[config.mk]
export PLATFORM = sky130hd
export DESIGN_NAME = title_fade
export DESIGN_NICKNAME = d
export VERILOG_FILES = /design/src/rtl/title_fade_pkg.sv /design/src/rtl/title_fade_scale.sv /design/src/rtl/title_fade.sv
export SDC_FILE = /design/constraint.sdc
export NUM_CORES = 1
export LEC_CHECK = 0
export CAP_MARGIN = 20
export CORE_MARGIN = 5
export CORE_UTILIZATION = 39
export CTS_CLUSTER_DIAMETER = 150
export CTS_CLUSTER_SIZE = 28
export DETAILED_ROUTE_END_ITERATION = 12
export SLEW_MARGIN = 0
export SYNTH_ARGS = -nofsm -noshare
export SYNTH_HDL_FRONTEND = slang
export SYNTH_HIERARCHICAL = 1
export SYNTH_SLANG_ARGS = --single-unit
[constraint.sdc]
create_clock -name vga_clk -period 6.45 [get_ports vga_clk]
set_clock_uncertainty 0.1 [all_clocks]
set_input_delay 1.29 -clock vga_clk [delete_from_list [all_inputs] [get_ports vga_clk]]
set_output_delay 1.29 -clock vga_clk [all_outputs]
set_load 0.03 [all_outputs]
[src/rtl/title_fade_pkg.sv]
// ---------------------------------------------------------------------------
// title_pkg
//   Shared types and helpers for the title-screen fade stage.
//   - fade_state_t : fade sequencer states
//   - LEVEL_MAX    : full brightness level
//   - scale_px     : brightness scaling of one 4-bit colour channel
// ---------------------------------------------------------------------------
package title_pkg;

  typedef enum logic [2:0] {
    IDLE     = 3'd0,
    FADE_IN  = 3'd1,
    HOLD     = 3'd2,
    FADE_OUT = 3'd3,
    DONE     = 3'd4
  } fade_state_t;

  localparam logic [3:0] LEVEL_MAX = 4'd15;

  // Level 0 is forced black; otherwise in*(level+1)/16 with an 8-bit product,
  // so level 15 reproduces the input exactly.
  function automatic logic [3:0] scale_px(input logic [3:0] px, input logic [3:0] lvl);
    logic [3:0] res;
    if (lvl == 4'd0) begin
      res = 4'd0;
    end else begin
      res = 4'(({4'd0, px} * ({4'd0, lvl} + 8'd1)) >> 4);
    end
    return res;
  endfunction

endpackage

[src/rtl/title_fade_scale.sv]
// ---------------------------------------------------------------------------
// fade_scale
//   Combinational brightness scaler for one colour channel.
//   Ports:
//     i_in    in  4  colour value from the renderer
//     i_level in  4  brightness level 0..15
//     o_out   out 4  scaled colour value
// ---------------------------------------------------------------------------
module fade_scale
  import title_pkg::*;
(
  input  logic [3:0] i_in,
  input  logic [3:0] i_level,
  output logic [3:0] o_out
);

  assign o_out = scale_px(i_in, i_level);

endmodule

[src/rtl/title_fade.sv]
// ---------------------------------------------------------------------------
// title_fade
//   Title-screen brightness stage: fades the renderer RGB in from black,
//   holds at full brightness until the player confirms, fades out, then
//   signals title_done. Paced by vsync falling edges (frame ticks).
//   Ports:
//     vga_clk    in   1  pixel clock
//     reset_n    in   1  asynchronous active-low reset
//     vs         in   1  VGA vsync (active-low)
//     start      in   1  pulse: begin fade-in (from IDLE or DONE)
//     skip       in   1  pulse: jump to the end of the current fade
//     key_go     in   1  pulse: player confirm, begins fade-out from HOLD
//     in_red/in_green/in_blue  in 4  renderer colour
//     red/green/blue           out 4 scaled colour, registered
//     level      out  4  current brightness
//     busy       out  1  high in FADE_IN, HOLD, FADE_OUT
//     title_done out  1  high in DONE
// ---------------------------------------------------------------------------
module title_fade
  import title_pkg::*;
#(
  parameter int FRAMES_PER_STEP = 4,
  parameter int HOLD_FRAMES     = 60
) (
  input  logic       vga_clk,
  input  logic       reset_n,
  input  logic       vs,
  input  logic       start,
  input  logic       skip,
  input  logic       key_go,
  input  logic [3:0] in_red,
  input  logic [3:0] in_green,
  input  logic [3:0] in_blue,
  output logic [3:0] red,
  output logic [3:0] green,
  output logic [3:0] blue,
  output logic [3:0] level,
  output logic       busy,
  output logic       title_done
);

  localparam int STEP_W = $clog2(FRAMES_PER_STEP + 1);
  // $clog2(1) is 0, so a zero hold still needs a 1-bit counter.
  localparam int HOLD_W = (HOLD_FRAMES > 0) ? $clog2(HOLD_FRAMES + 1) : 1;

  localparam logic [STEP_W-1:0] STEP_LAST = STEP_W'(FRAMES_PER_STEP - 1);
  localparam logic [STEP_W-1:0] STEP_ONE  = STEP_W'(1);
  localparam logic [STEP_W-1:0] STEP_ZERO = STEP_W'(0);
  localparam logic [HOLD_W-1:0] HOLD_SAT  = HOLD_W'(HOLD_FRAMES);
  localparam logic [HOLD_W-1:0] HOLD_ONE  = HOLD_W'(1);
  localparam logic [HOLD_W-1:0] HOLD_ZERO = HOLD_W'(0);

  fade_state_t       r_state, w_state_nxt;
  logic [3:0]        r_level, w_level_nxt;
  logic [STEP_W-1:0] r_step_cnt, w_step_nxt;
  logic [HOLD_W-1:0] r_hold_cnt, w_hold_nxt;
  logic              r_vs_q;
  logic              r_busy, r_done;
  logic              w_busy_nxt, w_done_nxt;
  logic              w_tick;
  logic [3:0]        r_red, r_green, r_blue;
  logic [3:0]        w_red, w_green, w_blue;

  // One-cycle pulse on the vsync falling edge; a held-low vs yields one tick.
  assign w_tick = r_vs_q & ~vs;

  fade_scale u_scale_r (.i_in(in_red),   .i_level(r_level), .o_out(w_red));
  fade_scale u_scale_g (.i_in(in_green), .i_level(r_level), .o_out(w_green));
  fade_scale u_scale_b (.i_in(in_blue),  .i_level(r_level), .o_out(w_blue));

  // vsync history register for edge detection.
  always_ff @(posedge vga_clk or negedge reset_n) begin
    if (!reset_n) begin
      r_vs_q <= 1'b1;
    end else begin
      r_vs_q <= vs;
    end
  end

  // Sequencer state, counters and registered status outputs.
  always_ff @(posedge vga_clk or negedge reset_n) begin
    if (!reset_n) begin
      r_state    <= IDLE;
      r_level    <= 4'd0;
      r_step_cnt <= STEP_ZERO;
      r_hold_cnt <= HOLD_ZERO;
      r_busy     <= 1'b0;
      r_done     <= 1'b0;
    end else begin
      r_state    <= w_state_nxt;
      r_level    <= w_level_nxt;
      r_step_cnt <= w_step_nxt;
      r_hold_cnt <= w_hold_nxt;
      r_busy     <= w_busy_nxt;
      r_done     <= w_done_nxt;
    end
  end

  // Next-state logic; skip is checked before tick so it always wins.
  always_comb begin
    w_state_nxt = r_state;
    w_level_nxt = r_level;
    w_step_nxt  = r_step_cnt;
    w_hold_nxt  = r_hold_cnt;
    case (r_state)
      IDLE, DONE: begin
        w_level_nxt = 4'd0;
        // A tick arriving with start is not counted: step_cnt restarts at 0.
        if (start) begin
          w_state_nxt = FADE_IN;
          w_step_nxt  = STEP_ZERO;
        end else begin
          w_state_nxt = r_state;
        end
      end
      FADE_IN: begin
        if (skip) begin
          w_level_nxt = LEVEL_MAX;
          w_state_nxt = HOLD;
          w_hold_nxt  = HOLD_ZERO;
        end else if (w_tick) begin
          if (r_step_cnt == STEP_LAST) begin
            w_step_nxt  = STEP_ZERO;
            w_level_nxt = r_level + 4'd1;
            if (r_level == (LEVEL_MAX - 4'd1)) begin
              w_state_nxt = HOLD;
              w_hold_nxt  = HOLD_ZERO;
            end else begin
              w_state_nxt = FADE_IN;
            end
          end else begin
            w_step_nxt = r_step_cnt + STEP_ONE;
          end
        end else begin
          w_state_nxt = FADE_IN;
        end
      end
      HOLD: begin
        w_level_nxt = LEVEL_MAX;
        if (key_go && (r_hold_cnt == HOLD_SAT)) begin
          w_state_nxt = FADE_OUT;
          w_step_nxt  = STEP_ZERO;
        end else if (w_tick && (r_hold_cnt != HOLD_SAT)) begin
          w_hold_nxt = r_hold_cnt + HOLD_ONE;
        end else begin
          w_state_nxt = HOLD;
        end
      end
      FADE_OUT: begin
        if (skip) begin
          w_level_nxt = 4'd0;
          w_state_nxt = DONE;
        end else if (w_tick) begin
          if (r_step_cnt == STEP_LAST) begin
            w_step_nxt  = STEP_ZERO;
            w_level_nxt = r_level - 4'd1;
            if (r_level == 4'd1) begin
              w_state_nxt = DONE;
            end else begin
              w_state_nxt = FADE_OUT;
            end
          end else begin
            w_step_nxt = r_step_cnt + STEP_ONE;
          end
        end else begin
          w_state_nxt = FADE_OUT;
        end
      end
      default: begin
        w_state_nxt = IDLE;
        w_level_nxt = 4'd0;
        w_step_nxt  = STEP_ZERO;
        w_hold_nxt  = HOLD_ZERO;
      end
    endcase
    w_busy_nxt = (w_state_nxt == FADE_IN) || (w_state_nxt == HOLD) || (w_state_nxt == FADE_OUT);
    w_done_nxt = (w_state_nxt == DONE);
  end

  // Registered pixel outputs, always passed through the scaler.
  always_ff @(posedge vga_clk or negedge reset_n) begin
    if (!reset_n) begin
      r_red   <= 4'd0;
      r_green <= 4'd0;
      r_blue  <= 4'd0;
    end else begin
      r_red   <= w_red;
      r_green <= w_green;
      r_blue  <= w_blue;
    end
  end

  assign red        = r_red;
  assign green      = r_green;
  assign blue       = r_blue;
  assign level      = r_level;
  assign busy       = r_busy;
  assign title_done = r_done;

endmodule

* After elaboration in Yosys (flattened, before gate mapping) *
Index checks and enable logic that the tools add are counted.

operators by class
  $add $sub $neg = 5
  multiply operators = 3
  divide/modulo/power cells = 0
  magnitude comparators = 0
  equality and inequality tests = 24
  shift operators = 0
  mux-type cells = 35
  bitwise gates (word level) = 3
  reduce and logical (&&, ||, !) cells = 12

operators by type and width
  operator                                                               number
  3-bit 2-to-1 mux                                                       15
  4-bit 2-to-1 mux                                                       9
  6-bit 2-to-1 mux                                                       6
  4-bit by 8-bit multiplier with 8-bit output                            3
  6-bit case mux with 3 select lines                                     1
  3-bit by 2-bit equality test with 1-bit output, second input constant  5
  3-bit inequality test, second input constant                           5
  3-bit case mux with 4 select lines                                     1
  4-bit case mux with 3 select lines                                     1
  2-bit inequality test, second input constant                           5
  3-bit case mux with 3 select lines                                     1
  4-bit AND reduction                                                    2
  6-bit by 1-bit adder with 6-bit output, second input constant          1
  3-bit by 1-bit equality test with 1-bit output, second input constant  2
  3-bit equality test, second input constant                             2
  6-bit equality test, second input constant                             1
  6-bit inequality test, second input constant                           1
  6-bit AND reduction                                                    1
  4-bit by 1-bit adder with 5-bit output, second input constant          1
  4-bit by 1-bit adder with 4-bit output, second input constant          1
  4-bit by 1-bit equality test with 1-bit output, second input constant  1
  4-bit equality test, second input constant                             1
  4-bit zero test                                                        1
  2-bit OR reduction                                                     2
  other kinds (10)                                                       13

storage, ports and cells
  bits in registers = 31
  latch bits = 0
  RAM bits = 0
  memory bits (read-only) = 0
  input port bits = 18
  output and inout bits = 18
  word-level logic and storage cells = 92
  memories = 0

* Logic depth before layout (Yosys ltp) *
  depth in word-level cells = 9
  mapped depth = 12

* By module *
The synthesis kept the hierarchy.

modules (own cells, without submodules)
  module                       instances  cells an instance  area an instance (sq um)  seq. area each (sq um)
  title_fade                   1          140                1510.2                    777.0
  fade_scale at u_scale_b ...  2          67                 568.0                     0.0
  fade_scale at u_scale_g      1          67                 569.3                     0.0

* Worst setup path before layout *
Ideal clock, no wire load.

  kind = register to register
  start = register r_level[0] (netlist: level[0])
  end = register r_blue[3] (netlist: blue[3])
  setup time = 74 ps
  arrival = 3671 ps
  data required time = 6276 ps
  path slack = 2606 ps
  cell stages (with the launch flop) = 13
  clock period less this slack = 3844 ps
  path through = dfrtp_1 -> inv_1 -> ha_1 -> and2_1 -> fa_1 -> inv_1 -> fa_1 -> inv_1 -> ha_1 -> nand4_1 -> o2111ai_4 -> a2111o_1 -> o21ai_2

between the ends
  longest elaborated chain between the ends = 3
  elaborated cells between the ends (all ways) = 4

RTL lines
  what                                         line                  RTL
  start: declaration                           title_fade.sv:54      logic [3:0] r_level, w_level_nxt;
  start signal: assignment                     title_fade.sv:91      r_level <= w_level_nxt;
  4-bit by 1-bit adder with 5-bit output       title_fade_pkg.sv:27  res = 4'(({4'd0, px} * ({4'd0, lvl} + 8'd1)) >> 4);
  4-bit by 8-bit multiplier with 8-bit output  title_fade_pkg.sv:27
  4-bit 2-to-1 mux (*)                         title_fade_pkg.sv:24  if (lvl == 4'd0) begin
  via w_blue[3]                                title_fade.sv:62      logic [3:0] w_red, w_green, w_blue;
  end signal: assignment                       title_fade.sv:189     r_blue <= w_blue;
  end: declaration                             title_fade.sv:61      logic [3:0] r_red, r_green, r_blue;

Mark *: on every way through the listed nets, which the timed path passes. The rest lies on a longest branch.
A chain may end at the register's enable or synchronous reset.

* Worst setup path in the final report *
  start = input port in_red[3]
  end = register r_red[3] (netlist: red[3])

between the ends
  longest elaborated chain between the ends = 2

RTL lines
  what                                         line                  RTL
  start: declaration                           title_fade.sv:31      input logic [3:0] in_red,
  4-bit by 8-bit multiplier with 8-bit output  title_fade_pkg.sv:27
  4-bit 2-to-1 mux                             title_fade_pkg.sv:24
  via w_red[3]                                 title_fade.sv:62
  end signal: assignment                       title_fade.sv:187     r_red <= w_red;
  end: declaration                             title_fade.sv:61

The timed path passes the listed nets, and every way through them passes these cells.

==> impl_metrics.ini <==
[run_status]
status = finished clean

[routing]
wl_per_cell_um = 13.0
drt_iter0_markers = 68
vias = 2462
wl_met2_um = 3070
wl_met3_um = 187
drcViolationCount = 0
drt-met1-wl_um = 2960
via_per_inst = 5.08
first_pass_iters = 4
drtAntennaViolNets = 0
finalWirelength_um = 6290
top_layer = met4

[pwr]
switching_share_pct = 50.2
leakagePower_nw = 1.74
p_int_mw = 0.927
p_sw_mw = 0.934
seq_power_share_pct = 20.6
combPwrFrac_pct = 71.3
total_power_mw = 1.86
ir_drop_mv = 0.176
clock_power_share_pct = 8.1
power_density_mw_per_mm2 = 494

[clock_tree]
post_cts_buffers = 0
clk_path_buf_depth = 2
ctsHoldBuffers = 0
worstSkewPairLatency_ns = 0.29
clkSinkCount = 31
clock-root-buffer = clkbuf_8
ctsResizeCount = 0
cts_tree = done
cts_inserted_buffers = 5
path_clk_slew_ns = 0.07
ctsHtreeMaxLevel = 2

[global_routing]
grt_pass1_vias = 2471
grt_max_degree = 32
grt-ovfl-total = 0
antenna_found_initial = 0
track_usage_pct = 13.4
grt_pass1_wl_um = 11000

[floorplanning]
die_height_um = 101
chipWidth_um = 101
rows = 33
die_area_mm2 = 0.0102
ios = 36
start_util_pct = 39.5
coreArea_mm2 = 0.00813

[yosys]
synth_common_cells = 40 x ha_1, 37 x inv_1, 32 x nand2_1
synth-seq-cells = 31
synth-edff-count = 0
ys_seq_area_share_pct = 24.2
synth_xor_area_share_pct = 7.35
synthFlopType = dfrtp_1
synthAdderAreaFrac_pct = 24.9
synth_top_family_by_area = adder cells
ys_types = 46
synth_nets = 414
synth_area_per_cell_um2 = 9.43
post-synth-top-count-cell = ha_1
async_flop_share_pct = 100
netlist_area_mm2 = 0.00322
synth_mux_area_share_pct = 0.623
synth_area_leader_cell = dfrtp_1
synth_top_area_share_pct = 23.3
synthSimpleGateAreaFrac_pct = 23.2
synth_warnings = 6
synth_compound_area_share_pct = 14.7
synthCells = 341
synth_area_leaders = dfrtp_1 23%, ha_1 16%, fa_1 9.3%

[sta]
hold_viol = 0
rsz0062_at_grt = no
max_freq_mhz = 241
fin_crit_sh_pct = 64.3
setup_viol = 0
period_minus_slack_ns = 4.15
slew_violations = 0
relSlewSlack_pct = 46.1
fin_hold_ws_ns = 0.401
final.setup.tns_ns = 0
worst_pin_slew_ns = 0.808

[layout]
fin_area_mm2 = 0.00377
areaGrowthSynthToFinish_pct = 17.2
nNetsFinal = 452
drive_gt1_share_pct = 7.63
regArea_um2 = 777
multi_input_area_mm2 = 0.00228
n_fill_cell = 773
insertedDiodeCount = 0
final_cells = 485

[setup_path]
setup.worst_path.end = red[3]
path_class = in2reg
regToRegStartpoint = level[0]
cp_max_fo = 5
crit_start = in_red[3]
startpoint_type = input port
slowest_delay_ns = 0.53
cp-end-kind = flop
rrSetupSlack_ns = 2.38
rr_worst_depth = 12
cp_slowest_cell = fa_1
critPathRequiredTime_ns = 6.56
cp_data_arrival_time_ns = 4.26
r2r_end = red[3]
cp_cell_sequence = clkdlybuf4s50_1, and2_1, fa_1, inv_1, fa_1, inv_1, ha_1, nand3_1, o2111ai_4, a2111o_1, o21ai_2

[placement]
dp.cells = 477
gp_congestion = 0.823
dpl-instance-area_mm2 = 0.00368
io_buffers = 35
post-dp-hpwl_um = 5050

[flow_run]
drv_cap = 0

[hold_path]
hold_path_class = reg2reg
per-stage QoR:
stage / utilization [%] / setup slack (ns)
4_1_cts: 46.3 / 2.30
2_1_floorplan: - / 2.61
6_report: 46.3 / 2.30
5_1_grt: 46.3 / 2.12
3_5_place_dp: 45.3 / 2.00
3_3_place_gp: 45.3 / 2.05
state kept, by name, summed over array words and instances, names as in the netlist:
| register | count |
|---|---|
| busy | 1 |
| r_state | 3 |
| red | 4 |
| level | 4 |
| r_vs_q | 1 |
| title_done | 1 |
| green | 4 |
| blue | 4 |
| r_hold_cnt | 6 |
| r_step_cnt | 3 |
layout make-up:
type                    count  area share, %
multi-input cells         268           60.4
flip-flops and latches     31           20.6
repair buffers             36           9.50
inverters                  37           3.69
well taps                 105           3.49
clock buffers               6           1.93
clock inverters             2          0.332
metal layers:
metal | track usage (%) | up-vias
met2 | 22.7 | 27
met3 | 2.91 | 6
met1 | 17.0 | 1179
li1 | - | 1250
met4 | 3.94 | 0
met5 | 0 | -
worst min path at each step:
stage,start,end,slack [ns],cells past startpoint
2_1_floorplan,r_step_cnt[2],r_step_cnt[2],0.36,1
3_3_place_gp,r_step_cnt[2],r_step_cnt[2],0.38,1
3_5_place_dp,r_step_cnt[2],r_step_cnt[2],0.39,1
4_1_cts,r_step_cnt[2],r_step_cnt[2],0.41,1
5_1_grt,r_step_cnt[2],r_step_cnt[2],0.44,1
6_report,r_step_cnt[2],r_step_cnt[2],0.40,1
critical path: cells and delay by family:
| family | cells | cell delay [ns] |
|---|---|---|
| AO/OA/AOI/OAI | 3 | 0.65 |
| adder cells (fa/ha/maj) | 3 | 1.40 |
| buffers and inverters | 3 | 0.56 |
| AND/OR/NAND/NOR | 2 | 0.36 |
cell usage in the layout, fill, tap and decap left out, types with 2 or more instances in the layout:
| cell type | instances |
|---|---|
| o2111ai_4 | 3 |
| o31ai_1 | 3 |
| a31o_2 | 2 |
| and2_1 | 13 |
| nor3_1 | 6 |
| mux2i_1 | 2 |
| nor3b_1 | 4 |
| and2b_1 | 2 |
| fa_1 | 15 |
| ha_1 | 40 |
| o21ai_2 | 3 |
| a2111o_1 | 3 |
| nor2b_1 | 11 |
| and3_1 | 4 |
| nand3_1 | 12 |
| xor2_1 | 7 |
| dfrtp_1 | 30 |
| nand2_1 | 32 |
| clkbuf_8 | 5 |
| nand2b_1 | 11 |
| nand4b_4 | 3 |
| xnor2_1 | 20 |
| o211ai_1 | 7 |
| inv_1 | 37 |
| nand4_1 | 9 |
| nor2_1 | 16 |
| o21bai_1 | 3 |
| a21oi_1 | 7 |
| o21ai_0 | 9 |
| a211oi_1 | 6 |
| clkdlybuf4s50_1 | 35 |
| a22o_1 | 2 |
power by group through the flow:
stage                     clock network [mW]  registers, mW  logic, mW
after floorplan                            0          0.432      0.978
after global placement                     0          0.389       1.31
after detailed placement                   0          0.389       1.34
after CTS                              0.157          0.385       1.35
after global routing                   0.166          0.401       1.51
final                                  0.151          0.383       1.33
logic make-up after synthesis:
group | count (synthesis)
compound gates | 55
xor+xnor | 27
fa+ha+maj | 55
buf+inv | 42
flops | 31
mux | 2
simple gates | 129
No activity file was read; power rests on OpenSTA's default activity.
